### config.mk
export PLATFORM = sky130hd
export DESIGN_NAME = alu_exec_unit
export DESIGN_NICKNAME = d
export VERILOG_FILES = /design/src/rtl/alu_pkg.sv /design/src/rtl/alu_mul_seq.sv /design/src/rtl/alu_exec_unit.sv
export SDC_FILE = /design/constraint.sdc
export NUM_CORES = 1
export LEC_CHECK = 0
export ABC_AREA = 1
export ABC_CLOCK_PERIOD_IN_PS = 4350
export BUFFER_PORTS_ARGS = -buffer_cell sky130_fd_sc_hd__buf_4
export CAP_MARGIN = 20
export CELL_PAD_IN_SITES_DETAIL_PLACEMENT = 0
export CELL_PAD_IN_SITES_GLOBAL_PLACEMENT = 2
export CORE_MARGIN = 1.5
export CORE_UTILIZATION = 35
export DETAILED_ROUTE_END_ITERATION = 8
export PLACE_DENSITY_LB_ADDON = 0.1
export SLEW_MARGIN = 20
export SYNTH_ARGS = -nofsm -noshare
export SYNTH_HDL_FRONTEND = slang
export SYNTH_HIERARCHICAL = 1
export SYNTH_SLANG_ARGS = --single-unit
### constraint.sdc
create_clock -name CLK -period 4.35 [get_ports CLK]
set_input_delay 0.87 -clock CLK [delete_from_list [all_inputs] [get_ports CLK]]
set_output_delay 0.87 -clock CLK [all_outputs]
set_load 0.1 [all_outputs]
### src/rtl/alu_pkg.sv
// Shared types and constants for the ALU execute stage.
package alu_pkg;

    localparam int DATA_W = 8;

    typedef enum logic [3:0] {
        OP_ADD    = 4'd0,
        OP_SUB    = 4'd1,
        OP_AND    = 4'd2,
        OP_OR     = 4'd3,
        OP_XOR    = 4'd4,
        OP_SLL    = 4'd5,
        OP_SRL    = 4'd6,
        OP_CMP    = 4'd7,
        OP_PASS_B = 4'd8,
        OP_MUL    = 4'd9
    } alu_op_t;

    typedef enum logic {
        IDLE = 1'b0,
        MUL  = 1'b1
    } exec_state_t;

endpackage

### src/rtl/alu_mul_seq.sv
// Shift-add multiplier iterator: one multiplier bit per step, W steps per product.
module alu_mul_seq
    import alu_pkg::*;
#(
    parameter int W = DATA_W
) (
    input  logic           CLK,
    input  logic           reset,
    input  logic           load,
    input  logic           step,
    input  logic [W-1:0]   a,
    input  logic [W-1:0]   b,
    output logic [2*W-1:0] product_next,
    output logic           last
);

    localparam int CNT_W = $clog2(W);

    logic [2*W-1:0] mcand;
    logic [W-1:0]   mplier;
    logic [2*W-1:0] acc;
    logic [CNT_W-1:0] cnt;

    // NOTE: every register here is reset, so an aborted product never leaks into the next one.
    always_ff @(posedge CLK or posedge reset) begin
        if (reset) begin
            mcand  <= '0;
            mplier <= '0;
            acc    <= '0;
            cnt    <= '0;
        end else if (load) begin
            mcand  <= {{W{1'b0}}, a};
            mplier <= b;
            acc    <= '0;
            cnt    <= '0;
        end else if (step) begin
            // NOTE: non-blocking assignments so every register sees pre-edge values of the others.
            acc    <= product_next;
            mcand  <= mcand << 1;
            mplier <= mplier >> 1;
            cnt    <= cnt + 1'b1;
        end
    end

    // Accumulator value after the current step; the final step's value is the full product.
    assign product_next = acc + (mplier[0] ? mcand : '0);
    assign last         = (cnt == CNT_W'(W - 1));

endmodule

### src/rtl/alu_exec_unit.sv
// Registered ALU execute stage: single-cycle ops plus a W-cycle shift-add MUL.
module alu_exec_unit
    import alu_pkg::*;
#(
    parameter int W = DATA_W
) (
    input  logic         CLK,
    input  logic         reset,
    input  logic         Start,
    input  logic [3:0]   ALU_Op,
    input  logic [W-1:0] SrcA_in,
    input  logic [W-1:0] SrcB_in,
    output logic [W-1:0] Result,
    output logic         Carry,
    output logic         Zero,
    output logic         Neg,
    output logic         Busy,
    output logic         Done
);

    exec_state_t state, state_next;

    logic           accept, mul_launch, single_op, mul_step, mul_last, mul_finish;
    logic [2*W-1:0] mul_product;

    logic [W:0]     sum, diff, sll_w, srl_w;
    logic [W-1:0]   alu_res;
    logic           alu_c, upd_res, upd_flags;

    assign accept     = (state == IDLE) && Start;
    assign mul_launch = accept && (ALU_Op == OP_MUL);
    assign single_op  = accept && (ALU_Op != OP_MUL);
    assign mul_finish = mul_step && mul_last;

    alu_mul_seq #(.W(W)) u_mul (
        .CLK          (CLK),
        .reset        (reset),
        .load         (mul_launch),
        .step         (mul_step),
        .a            (SrcA_in),
        .b            (SrcB_in),
        .product_next (mul_product),
        .last         (mul_last)
    );

    // Extra top bit carries out of ADD/SLL and the borrow of SUB/CMP; SRL's bit 0 is the shifted-out bit.
    assign sum   = {1'b0, SrcA_in} + {1'b0, SrcB_in};
    assign diff  = {1'b0, SrcA_in} - {1'b0, SrcB_in};
    assign sll_w = {1'b0, SrcA_in} << SrcB_in[2:0];
    assign srl_w = {SrcA_in, 1'b0} >> SrcB_in[2:0];

    // NOTE: every always_comb output gets a default first, so no path can infer a latch.
    always_comb begin
        alu_res   = '0;
        alu_c     = 1'b0;
        upd_res   = 1'b1;
        upd_flags = 1'b1;
        case (ALU_Op)
            OP_ADD:    {alu_c, alu_res} = sum;
            OP_SUB:    {alu_c, alu_res} = diff;
            OP_AND:    alu_res = SrcA_in & SrcB_in;
            OP_OR:     alu_res = SrcA_in | SrcB_in;
            OP_XOR:    alu_res = SrcA_in ^ SrcB_in;
            OP_SLL:    {alu_c, alu_res} = sll_w;
            OP_SRL:    {alu_res, alu_c} = srl_w;
            OP_PASS_B: alu_res = SrcB_in;
            OP_CMP: begin
                // Flags come from A-B but the visible Result is left alone.
                {alu_c, alu_res} = diff;
                upd_res          = 1'b0;
            end
            default: begin
                upd_res   = 1'b0;
                upd_flags = 1'b0;
            end
        endcase
    end

    always_ff @(posedge CLK or posedge reset) begin
        if (reset) state <= IDLE;
        else       state <= state_next;
    end

    always_comb begin
        state_next = state;
        case (state)
            IDLE:    if (mul_launch) state_next = MUL;
            MUL:     if (mul_last)   state_next = IDLE;
            default: state_next = IDLE;
        endcase
    end

    always_comb begin
        Busy     = (state == MUL);
        mul_step = (state == MUL);
    end

    always_ff @(posedge CLK or posedge reset) begin
        if (reset) begin
            Result <= '0;
            Carry  <= 1'b0;
            Zero   <= 1'b0;
            Neg    <= 1'b0;
            Done   <= 1'b0;
        end else begin
            Done <= single_op || mul_finish;
            if (single_op) begin
                if (upd_res) Result <= alu_res;
                if (upd_flags) begin
                    Carry <= alu_c;
                    Zero  <= (alu_res == '0);
                    Neg   <= alu_res[W-1];
                end
            end else if (mul_finish) begin
                Result <= mul_product[W-1:0];
                Carry  <= |mul_product[2*W-1:W];
                Zero   <= (mul_product[W-1:0] == '0);
                Neg    <= mul_product[W-1];
            end
        end
    end

endmodule

==> results of run 1 <==
## worst max-delay path, stage by stage
cell and delay [ps]:
buf_4 120, inv_1 60, nor2_1 250, nand2_2 130, nor2_1 110, buf_4 190, nor2_4 60, nor2_2 820
inv_2 390, o22ai_1 240, a21oi_1 60
## sequential cells by signal, summed over array words and instances, names as in the netlist
register      flops
Carry             1
u_mul/cnt         3
Neg               1
Done              1
Zero              1
Result            8
Busy              1
u_mul/acc        16
u_mul/mplier      8
u_mul/mcand      16
## synth_stat cells (all sizes together), types with 6 or more instances
| cell | n | area [um^2] |
|---|---|---|
| and2 | 10 | 62.56 |
| buf | 16 | 88.84 |
| o21ai | 32 | 163.9 |
| o22ai | 16 | 100.1 |
| inv | 128 | 480.5 |
| nand2 | 280 | 1076 |
| xor2 | 8 | 100.1 |
| dfrtp | 56 | 1401 |
| a22o | 6 | 52.55 |
| a21oi | 29 | 148.9 |
| nand3 | 82 | 420.4 |
| ha | 42 | 525.5 |
| nor2 | 87 | 351.6 |
## cells by family after synthesis
logic type      synth area share, %
compound gates                10.97
xor+xnor                      2.213
fa+ha+maj                     11.02
buf+inv                       11.13
flops                         26.37
mux                          0.1883
simple gates                  38.11
## metal layers
| metal | vias up | track usage [%] |
|---|---|---|
| met2 | 157 | 33.65 |
| li1 | 2698 | - |
| met4 | 0 | 2.366 |
| met3 | 8 | 4.418 |
| met1 | 2471 | 34.38 |
| met5 | - | 0 |
## per-stage QoR
stage | setup WS (ps) | total power (W) | utilization [%]
after floorplan | 1854 | 0.002226 | -
after global placement | 1020 | 0.002683 | 38.93
after detailed placement | 911.2 | 0.002692 | 38.93
after CTS | 1197 | 0.003115 | 39.91
after global routing | 1001 | 0.003350 | 39.91
final | 1206 | 0.003092 | 39.91
## power by group through the flow
stage / Sequential [W] / Clock, W / Combinational, W
floorplan: 0.00119 / 0 / 0.00104
CTS: 0.000859 / 0.000421 / 0.00183
detailed placement: 0.000868 / 0 / 0.00182
finish: 0.000859 / 0.000408 / 0.00182
global route: 0.000886 / 0.000449 / 0.00201
global placement: 0.000866 / 0 / 0.00182
## placed cells by master (no fill, tap or decap), types with 6 or more instances in the layout
cell type  count
nand2_2       10
o21ai_1        9
a21oi_1       28
nor2_1        79
a22o_1         6
o21ai_0       22
nand2_1      270
dfrtp_1       56
nand3_1       80
and2_1        10
inv_2         11
ha_1          42
inv_1        116
buf_4         38
o22ai_1       16
nor2_2         7
## cell type report
type	count	area, um^2
clock buffers	5	125.1
clock inverters	3	18.77
fillers	1603	8832
inverters	129	484.2
multi-input cells	629	3322
flip-flops and latches	56	1401
well taps	184	230.2
repair buffers	38	285.3
## final timing paths
path | slack [ps] | cells after the start | endpoint
worst max-delay path | 1210 | 11 | u_mul/mplier[4]
worst min-delay path | 500 | 2 | u_mul/acc[10]
worst max register to register | 1470 | 9 | u_mul/mplier[4]
worst min register to register | 500 | 2 | u_mul/acc[10]
max in group asynchronous | 3210 | 3 | u_mul/mcand[15]
min in group asynchronous | 630 | 2 | Result[4]
==> impl_results.md, run 1 <==
- Clock Path Buffers: 2
- Die area: 0.01593 mm^2
- Placement Rows: 44
- Die H: 126.2 um
- Mapped Area: 0.005315 mm^2
- Routed vias/inst: 5.109
- Die width: 126.2 um
- Initial DRT Pass Iterations: 5
- Psw: 0.001626 W
- Unrepaired setup endpoints after global routing: false
- Synth-to-Final Area Change: 10.38%
- Cts repair resizes: 0
- Syn nets: 903
- Met3 Wirelength: 1164 um
- Synthesis warning total: 6
- Combinational share of power: 59.0%
- Layout cells sized above 1: 10.00%
- Number of global-route vias before repair: 5,013
- Setup TNS Final: 0 ps
- Final #Nets: 927
- Switching share of power: 52.60%
- PD cells: 527.0 mW/mm^2
- Total gr overflow: 0
- Critical path origin: ALU_Op[0]
- Post-CTS Hold Fix Bufs: 0
- First-pass GRT wire length: 27,900 um
- Clock share of power: 13.2%
- Via count: 5,334
- Post-Route M1 WL: 8970 um
- N_diodes: 0
- Post-CTS setup buffer count: 0
- Status: finished clean
- CTS sink cnt: 56
- Hold path start: u_mul/acc[10]
- Reg2reg start: Busy
- Core Area: 0.01470 mm^2
- EDFF count, synth: 0
- Final ANT Viol Nets: 0
- Final worst clock skew: 10.28 ps
- Ys async rst share: 100.0%
- Drt drc: 0
- Pin count of the biggest net entering global routing: 44
- Top Metal Used: met4
- Critical path class: in -> reg
- Total track usage: 22.48%
- CP required: 4510 ps
- Synth unique cells: 43
- Worst Path Max Fanout: 22
- Maximum VDD drop: 307.9 uV
- Critical path endpoint category: register
- Startpoint types: input pin
- Clock buffer count from CTS: 5
- Fin. Hold Viols: 0
- Clk slew on worst S/H paths: 70 ps
- Met2 routed WL: 7222 um
- Final WL: 17,440 um
- First-iteration detailed-routing DRC count: 368
- Relative slew slack: 27.29%
- Min-delay worst type: reg -> reg
- Crit path DAT: 3310 ps
- Maximum capacitance violations: 0
- Yosys reg bits: 56
- Least-Margin Pin Slew: 1089 ps
- Avg Cell Area, Syn: 6.365 um^2
- Int Pwr: 0.001465 W
- Placed insts: 1,036
- Worst skew pair latency: 300 ps
- Dpl cell area: 0.005723 mm^2
- WL/cell: 16.70 um
- Max-slew violations: 0
- Crit share post-route: 72.28%
- Min Hold Slack: 495.3 ps
- Tmin final: 3144 ps
- Initial antenna violation count: 0
- Top_reg_cell synth: dfrtp_1
- Hpwl dp: 13,790 um
- Setup-failing EPs final: 0
- Sequential area share after synthesis: 26.37%
- Fin cells: 1,044
- H-tree Lvls: 2
- TritonCTS clock tree: done
- GP Congestion: 0.8916
- IO Count: 36
- Pleak: 3.289 nW
- Fmax: 0.3180 GHz
- Sequential power share: 27.8%
- Cells after Synth: 835
- Port bufs: 35
- Design Area, Final: 0.005867 mm^2
- Clk root buf: clkbuf_16
- Initial Utilization: 36.16%
No activity file was read; power rests on OpenSTA's default activity.
==> run 2: changes to the inputs <==
--- a/config.mk
+++ b/config.mk
@@ -6,13 +6,13 @@
 export NUM_CORES = 1
 export LEC_CHECK = 0
 export ABC_AREA = 1
-export ABC_CLOCK_PERIOD_IN_PS = 4350
+export ABC_CLOCK_PERIOD_IN_PS = 2700
 export BUFFER_PORTS_ARGS = -buffer_cell sky130_fd_sc_hd__buf_4
 export CAP_MARGIN = 20
 export CELL_PAD_IN_SITES_DETAIL_PLACEMENT = 0
 export CELL_PAD_IN_SITES_GLOBAL_PLACEMENT = 2
 export CORE_MARGIN = 1.5
-export CORE_UTILIZATION = 35
+export CORE_UTILIZATION = 31
 export DETAILED_ROUTE_END_ITERATION = 8
 export PLACE_DENSITY_LB_ADDON = 0.1
 export SLEW_MARGIN = 20
==> constraint.sdc (replaced) <==
create_clock -name CLK -period 2.7 [get_ports CLK]
set_input_delay 0.54 -clock CLK [delete_from_list [all_inputs] [get_ports CLK]]
set_output_delay 0.54 -clock CLK [all_outputs]
set_load 0.1 [all_outputs]
==> run 2 against run 1 <==
Compared with the run above:
- clock power is 72% higher
- die area is 13% higher
- register-to-register slack worse by 1400 ps
- critical endpoint is now Carry
- setup slack worse by 1100 ps
==> impl_results.md, run 2 (synthesis results as in run 1) <==
- Status: finished clean
- Clk root buf: clkbuf_16
- Die area: 0.01794 mm^2 (+13%)
- Reg2reg end: Carry
- Slowest CP cell: dfrtp_1
- Fill count: 1,808 (+13%)
- Worst R2R Setup Slack: 120 ps (-1350 ps)
- Area of the multi-input gates: 0.003532 mm^2 (+6.3%)
- Clock buffer count from CTS: 5 (unchanged)
- Pin count of the biggest net entering global routing: 22 (-50%)
- Crit path DAT: 2780 ps (-530 ps)
- Initial DRT Pass Iterations: 5 (unchanged)
- CP top delay family: simple AND/OR/NAND/NOR gates
- Commonest non-fill, non-tap cell in the layout: nand2_1
- Die width: 133.9 um (+6.1%)
- Total track usage: 21.29% (-1.2 points)
- Worst skew pair latency: 320 ps (+20 ps)
- Maximum VDD drop: 533.4 uV (+73%)
- Final worst clock skew: 17.65 ps (+7.374 ps)
- Pleak: 3.411 nW (+3.7%)
- Fin. Hold Viols: 0 (unchanged)
- Worst Path Max Fanout: 7 (-68%)
- N_diodes: 0 (unchanged)
- Max-slew violations: 0 (unchanged)
- PD cells: 866.4 mW/mm^2 (+64%)
- Startpoint types: register
- Critical path class: reg -> reg
- Core Util, Final: 38.00% (-1.9 points)
- First-iteration detailed-routing DRC count: 425 (+15%)
- IO Count: 36 (unchanged)
- CTS sink cnt: 56 (unchanged)
- Fmax: 0.3875 GHz
- TritonCTS clock tree: done
- Most frequent cells in the layout: nand2_1 (263), inv_1 (113), nand3_1 (79)
- Initial antenna violation count: 0 (unchanged)
- Core Area: 0.01664 mm^2 (+13%)
- Worst setup margin: 119.1 ps (-1087 ps)
- Critical path endpoint category: register
- Dpl cell area: 0.005918 mm^2 (+3.4%)
- Setup-failing EPs final: 0 (unchanged)
- Number of global-route vias before repair: 5,168 (+3.1%)
- Final #Nets: 952 (+2.7%)
- CP required: 2900 ps (-1610 ps)
- Post-CTS Hold Fix Bufs: 0 (unchanged)
- Drt drc: 0 (unchanged)
- Total gr overflow: 0 (unchanged)
- H-tree Lvls: 2 (unchanged)
- Most used cell, CP: nand2_1
- Crit share post-route: 95.59%
- Crit path buffers/inverters: 4 (unchanged)
- Least-Margin Pin Slew: 783.3 ps (-306.1 ps)
- Maximum capacitance violations: 0 (unchanged)
- Design Area, Final: 0.006325 mm^2 (+7.8%)
- Min-delay worst type: in -> async
- First-pass GRT wire length: 29,320 um (+5.1%)
- Final ANT Viol Nets: 0 (unchanged)
- Via count: 5,456 (+2.3%)
- Tmin final: 2581 ps
- Reg2reg start: u_mul/mplier[0]
- WL/cell: 17.02 um (+1.9%)
- Sequential cell area: 0.001401 mm^2 (unchanged)
- Synth-to-Final Area Change: 19.00%
- Routed vias/inst: 4.938 (-3.4%)
- Relative slew slack: 47.45% (+20 points)
- Port bufs: 35 (unchanged)
- Layout cells sized above 1: 15.93% (+5.9 points)
- Initial Utilization: 31.94% (-4.2 points)
- Worst-path cell chain: buf_6 > nand2_1 > inv_2 > ha_4 > nand2_2 > inv_2 > a21oi_4 > nand2_4 > nand2_2 > nand3_1 > and2_4 > nor4_4 > buf_4 > a31oi_1 > nand2_1 > nand2_1
- Clk slew on worst S/H paths: 90 ps (+20 ps)
- Worst path max stage delay: 420 ps (-400 ps)
- Placement Rows: 47 (+6.8%)
- Largest regs: u_mul/acc: 16 flops, u_mul/mcand: 16 flops
- Setup WS pre-CTS: -204.4 ps (-1116 ps)
- Hpwl dp: 15,130 um (+9.8%)
- Clock Path Buffers: 2 (unchanged)
- GP Congestion: 0.8765 (-1.7%)
- Worst r2r path cells: 16 (+7)
- Final WL: 18,800 um (+7.8%)
- Die H: 133.9 um (+6.1%)
-- run 2: cell types whose count changed in the layout (fill, tap and decap cells not counted), moves of 2 or more --
cell	change
buf_4	+23
nand2_1	-7
and2_1	-3
nor2_1	-2
inv_1	-3
buf_6	+2
nor4_4	+2
ha_1	-10
clkinv_2	-2
nand2_2	+6
ha_4	+9
nor4_1	-2
and2_4	+2
inv_2	+3
-- run 2: how the worst max path moves through the flow --
stage	startpoint	endpoint	slack [ps]	depth (start not counted)
5_1_grt	u_mul/mplier[0]	Carry	-20	16
3_5_place_dp	u_mul/mplier[0]	Carry	-200	16
6_report	u_mul/mplier[0]	Carry	120	16
2_1_floorplan	u_mul/mplier[0]	Carry	340	16
3_3_place_gp	u_mul/mplier[0]	Carry	-140	16
4_1_cts	u_mul/mplier[0]	Carry	0.2	16
-- run 2: area by class of cell --
class | instances | share of cell area (%)
clock inverters | 3 | 0.4154
well taps | 220 | 4.352
clock buffers | 5 | 1.978
flip-flops and latches | 56 | 22.16
multi-input cells | 629 | 55.85
repair buffers | 63 | 7.596
inverters | 129 | 7.656
-- run 2: per-stage QoR --
step	hold WS, ps	setup TNS (ps)	cells	total power [W]
final	276.1	0	1105	0.005480
after global routing	315.7	-20.51	1105	0.005872
after CTS	286.6	0	1100	0.005228
after detailed placement	476.1	-204.4	1092	0.004451
after global placement	471.5	-135.5	1092	0.004440
after floorplan	417.0	0	835	0.003586
-- run 2: repair_timing --
item	in CTS	in global routing
hold endpoints to repair	0	0
setup endpoints to repair	1	1
setup buffers	0	5
pin swaps	1	14
resized for setup	3	40
-- run 2: routing by layer --
layer	global-route usage, %	share of wire (%)
met5	0	0
met4	4.167	1.3
met3	2.683	4.3
met2	30.10	41
met1	34.06	54
-- run 2: power breakdown --
group	internal, W	leakage (nW)	switching, W
logic	0.00112	2.62	0.00228
registers	0.00116	0.718	0.000224
clock network	0.000352	0.0744	0.000348
total	0.00263	3.41	0.00285
